[config.mk]
export PLATFORM = sky130hd
export DESIGN_NAME = alu_sched
export DESIGN_NICKNAME = d
export VERILOG_FILES = /design/src/rtl/alu_sched.sv
export SDC_FILE = /design/constraint.sdc
export NUM_CORES = 1
export LEC_CHECK = 0
export ABC_AREA = 1
export CAP_MARGIN = 25
export CORE_MARGIN = 8
export CORE_UTILIZATION = 43
export DETAILED_ROUTE_END_ITERATION = 12
export PLACE_DENSITY = 0.86
export SLEW_MARGIN = 30
export SYNTH_ARGS = -nofsm -noshare
export SYNTH_HDL_FRONTEND = slang
export SYNTH_SLANG_ARGS = --single-unit
[constraint.sdc]
create_clock -name clk -period 2.1 [get_ports clk]
set_input_delay 0.315 -clock clk [delete_from_list [all_inputs] [get_ports clk]]
set_output_delay 0.315 -clock clk [all_outputs]
set_load 0.005 [all_outputs]
[src/rtl/alu_sched.sv]
// Round-robin scheduler sharing one registered ALU between two requesters.
// One operation in flight at a time; the result is returned tagged with the requester id.
module alu_sched #(
    parameter int PART_LEN = 8,
    parameter int LAT      = 1
) (
    input  logic                    clk,
    input  logic                    rstn,
    input  logic [1:0]              req_valid,
    output logic [1:0]              req_ready,
    input  logic [1:0]              req_op0,
    input  logic [1:0]              req_op1,
    input  logic [2*PART_LEN-1:0]   req_a0,
    input  logic [2*PART_LEN-1:0]   req_b0,
    input  logic [2*PART_LEN-1:0]   req_a1,
    input  logic [2*PART_LEN-1:0]   req_b1,
    output logic                    resp_valid,
    input  logic                    resp_ready,
    output logic                    resp_id,
    output logic [2*PART_LEN-1:0]   resp_data,
    output logic [2*PART_LEN-1:0]   alu_a,
    output logic [2*PART_LEN-1:0]   alu_b,
    output logic [1:0]              alu_ctrl,
    input  logic [2*PART_LEN-1:0]   alu_res,
    output logic                    busy,
    output logic [15:0]             ops_done
);

    localparam int CNT_W = (LAT > 1) ? $clog2(LAT) : 1;
    localparam logic [CNT_W-1:0] CNT_LOAD = CNT_W'(LAT - 1);

    typedef enum logic [1:0] {
        IDLE = 2'd0,
        EXEC = 2'd1,
        CAPT = 2'd2,
        RESP = 2'd3
    } state_t;

    state_t           state;
    logic [CNT_W-1:0] cnt;
    logic             last_grant;
    logic             grant_id;
    logic             any_req;

    // On a tie the requester that was not served last wins.
    always_comb begin
        grant_id = 1'b0;
        case (req_valid)
            2'b10:   grant_id = 1'b1;
            2'b11:   grant_id = ~last_grant;
            default: grant_id = 1'b0;
        endcase
    end

    assign any_req   = |req_valid;
    assign req_ready = (state == IDLE && any_req) ? (grant_id ? 2'b10 : 2'b01) : 2'b00;
    assign busy      = (state != IDLE);

    always_ff @(posedge clk or negedge rstn) begin
        if (!rstn) begin
            state      <= IDLE;
            cnt        <= '0;
            last_grant <= 1'b1;
            resp_valid <= 1'b0;
            resp_id    <= 1'b0;
            resp_data  <= '0;
            alu_a      <= '0;
            alu_b      <= '0;
            alu_ctrl   <= '0;
            ops_done   <= '0;
        end else begin
            case (state)
                IDLE: begin
                    if (any_req) begin
                        alu_a      <= grant_id ? req_a1  : req_a0;
                        alu_b      <= grant_id ? req_b1  : req_b0;
                        alu_ctrl   <= grant_id ? req_op1 : req_op0;
                        resp_id    <= grant_id;
                        last_grant <= grant_id;
                        cnt        <= CNT_LOAD;
                        state      <= EXEC;
                    end
                end
                // ALU inputs held stable for exactly LAT cycles.
                EXEC: begin
                    if (cnt == '0) begin
                        state <= CAPT;
                    end else begin
                        cnt <= cnt - CNT_W'(1);
                    end
                end
                CAPT: begin
                    resp_data  <= alu_res;
                    resp_valid <= 1'b1;
                    state      <= RESP;
                end
                RESP: begin
                    if (resp_ready) begin
                        resp_valid <= 1'b0;
                        ops_done   <= ops_done + 16'd1;
                        state      <= IDLE;
                    end
                end
                default: state <= IDLE;
            endcase
        end
    end

endmodule

==> impl_metrics.json <==
{
  "status": "finished with violations",
  "violations": "hold timing",
  "ios": 160,
  "fin_crit_sh_pct": 95.21,
  "syn_area_mm2": 0.003098,
  "yosysSeqAreaShare_pct": 57.39,
  "clock_latency_ps": 330,
  "crit_buf_inv": 3,
  "synth_xor_area_share_pct": 3.675,
  "switchingPower_w": 0.001958,
  "async_flop_share_pct": 100.0,
  "syn-num-nets": 428,
  "period_needed_ps": 1999,
  "track_usage_pct": 18.57,
  "critPathKind": "flop to primary output",
  "p_total_w": 0.006372,
  "place_ws_ps": 105.3,
  "drcViolationCount": 0,
  "grt_pass1_vias": 3064,
  "avgSynthCellArea_um2": 9.248,
  "tightestPinTransition_ps": 405.2,
  "rr_startpoint": "state[1]$_DFFE_PN0P_",
  "p_leak_nw": 2.309,
  "netSwitchingFraction_pct": 30.72,
  "synth_commonest_cells": "nand2_1 (136), dfrtp_1 (70), nand3_1 (40)",
  "clkPwrFrac_pct": 20.7,
  "netlist.area_leader.share_pct": 56.54,
  "drtPass1Iterations": 4,
  "place_hpwl_mm": 7.160,
  "layout-drive-gt1-share_pct": 9.486,
  "tns_ps": 0,
  "synthAdderAreaFrac_pct": 1.616,
  "clkTransAtPathRegs_ps": 80,
  "synth_cells": 335,
  "cts_num_sinks": 71,
  "drt_iter0_markers": 77,
  "synth_edf_count": 0,
  "slew_headroom_pct": 72.70,
  "crit_arrival_ps": 1680,
  "cts.htree.levels": 3,
  "grt_max_degree": 72,
  "reg2regPathDepth": 6,
  "crit_required_ps": 1780,
  "critPathTopFamily": "buffers and inverters",
  "overflow": 0,
  "cp_cell_sequence": "inv_2, ha_4, nand2_1, inv_2, clkdlybuf4s50_1",
  "rsz0062_at_grt": "no",
  "core_mm2": 0.007098,
  "hold_path_class": "primary input to async pin",
  "synth_top_family_by_area": "simple AND/OR/NAND/NOR gates",
  "cp.depth": 5,
  "vias": 2876,
  "root_buffer": "clkbuf_8",
  "crit_top_cell": "inv_2",
  "cts_buffer_depth": 2,
  "path_max_fanout": 5,
  "grt_pass1_wl_mm": 14.88,
  "dieArea_mm2": 0.01018,
  "holdWs_ps": -7.951,
  "r2r_slack_ps": 530,
  "fin_nets": 594,
  "routedWlPerCell_um": 15.84,
  "synth_compound_area_share_pct": 1.535,
  "hold_viol_final": 3,
  "cts_tree": "done",
  "yosysTopAreaCell": "dfrtp_1",
  "ir_worst_vdd_v": 0.0007389,
  "p_per_area_mw_per_mm2": 1258,
  "numCtsBuffers": 9,
  "cp-start-kind": "flop",
  "yosys.area_share.simple_pct": 25.81,
  "max_cap_violations": 0,
  "synth_flop_cell": "dfrtp_1",
  "gp_congestion": 0.8174,
  "skew_ps": 10.12,
  "yosysWarningCount": 0,
  "wl_mm": 9.583,
  "diodes": 0,
  "synthMuxAreaShare_pct": 5.816,
  "timing.final.ws_setup_ps": 100.7,
  "ys_ff_latch": 71,
  "antenna_found_initial": 0,
  "rows": 31,
  "yosys-top-cells-area": "dfrtp_1 (57%), nand2_1 (16%), nand3_1 (6.5%), mux2_2 (5.8%), nor2_1 (2.2%)",
  "synth_cell_types": 21,
  "synth.most_common_cell": "nand2_1",
  "setup_viol": 0,
  "initial_utilization_pct": 43.65,
  "final_max_slew_viol_count": 0,
  "vias_per_cell": 4.754,
  "drtAntennaViolNets": 0,
  "critPathCaptureType": "primary output",
  "p_seq_share_pct": 35.8,
  "slowest_delay_ps": 520,
  "slowest_stage": "clkdlybuf4s50_1",
  "max_freq_ghz": 0.5002,
  "internal_power_w": 0.004414,
  "synthToLayoutAreaGrowth_pct": 63.49,
  "die_height_um": 100.9,
  "portBuffers": 159,
  "combPwrFrac_pct": 43.4,
  "fp.dieW_um": 100.9,
  "startpoint": "state[0]$_DFFE_PN0P_"
}
## power groups by stage
stage | clock [W] | combinational, W | sequential [W]
2_1_floorplan | 0 | 0.00109 | 0.00232
3_3_place_gp | 0 | 0.00268 | 0.00226
3_5_place_dp | 0 | 0.00277 | 0.00230
4_1_cts | 0.00135 | 0.00281 | 0.00228
5_1_grt | 0.00140 | 0.00301 | 0.00235
6_report | 0.00132 | 0.00277 | 0.00228
## worst paths after layout
check                                           end
min reg2reg                  last_grant$_DFFE_PN1P_
min                        ops_done[12]$_DFFE_PN0P_
max in group asynchronous    last_grant$_DFFE_PN1P_
max                                    req_ready[1]
min in group clk             last_grant$_DFFE_PN1P_
max reg2reg                 ops_done[8]$_DFFE_PN0P_
## cell families (layout without fill, tap and decap cells)
kind of cell	Yosys count	count (layout)
compound gates	7	7
xor+xnor	13	13
fa+ha+maj	4	4
buf+inv	27	198
flops	71	71
mux	16	16
simple gates	197	197
## routing by layer
| metal | vias up | GRT usage, % | part of all wire (%) |
|---|---|---|---|
| met5 | - | 0 | 0 |
| met4 | 0 | 6.977 | 1.6 |
| met3 | 14 | 5.387 | 7.3 |
| met2 | 104 | 33.88 | 51 |
| met1 | 1370 | 19.58 | 40 |
| li1 | 1388 | - | - |
## through the flow
| step | utilization (%) | instances | area (um^2) | hold slack (ps) |
|---|---|---|---|---|
| 3_3_place_gp | 67.69 | 589 | 4805 | 369.2 |
| 3_5_place_dp | 67.69 | 589 | 4805 | 372.9 |
| 2_1_floorplan | - | 335 | 3098 | 19.41 |
| 5_1_grt | 71.36 | 605 | 5065 | 22.81 |
| 6_report | 71.36 | 605 | 5065 | -7.951 |
| 4_1_cts | 71.32 | 605 | 5062 | 14.06 |
## cells in the final DEF, fill, tap and decap left out
cell,n
a21boi_2,1
nor2_1,18
o21bai_1,1
clkdlybuf4s50_1,157
nand3_1,40
inv_2,3
xor2_1,7
clkinvlp_4,1
dfrtp_1,70
bufinv_16,3
nor3_1,2
dlymetal6s2s_1,1
dfstp_2,1
ha_1,3
xnor2_1,6
nand2_1,136
clkinv_2,2
buf_2,1
clkbuf_8,10
buf_4,6
o21ai_2,1
mux2_2,16
ha_4,1
nor2_4,1
o21ai_0,1
a21oi_1,3
inv_1,13
buf_12,1
## registers in the layout, summed over array words and instances (netlist names)
signal	count
last_grant	1
resp_id	1
resp_data	16
resp_valid	1
ops_done	16
alu_b	16
state	2
alu_ctrl	2
alu_a	16
## final cells by class
type	instances	area (um^2)
inverter	16	60.06
tap	99	123.9
timing repair buffer	166	1654
fill	537	2033
sequential	71	1778
clock buffer	10	137.6
clock inverter	6	107.6
multi-input combinational	237	1204
## timing repair
item	CTS	global route
hold buffers	0	0
gates resized for setup	2	3
endpoints found under the setup margin	2	2
buffers inserted	0	0
Note: power is estimated with default switching activity, not from simulation.
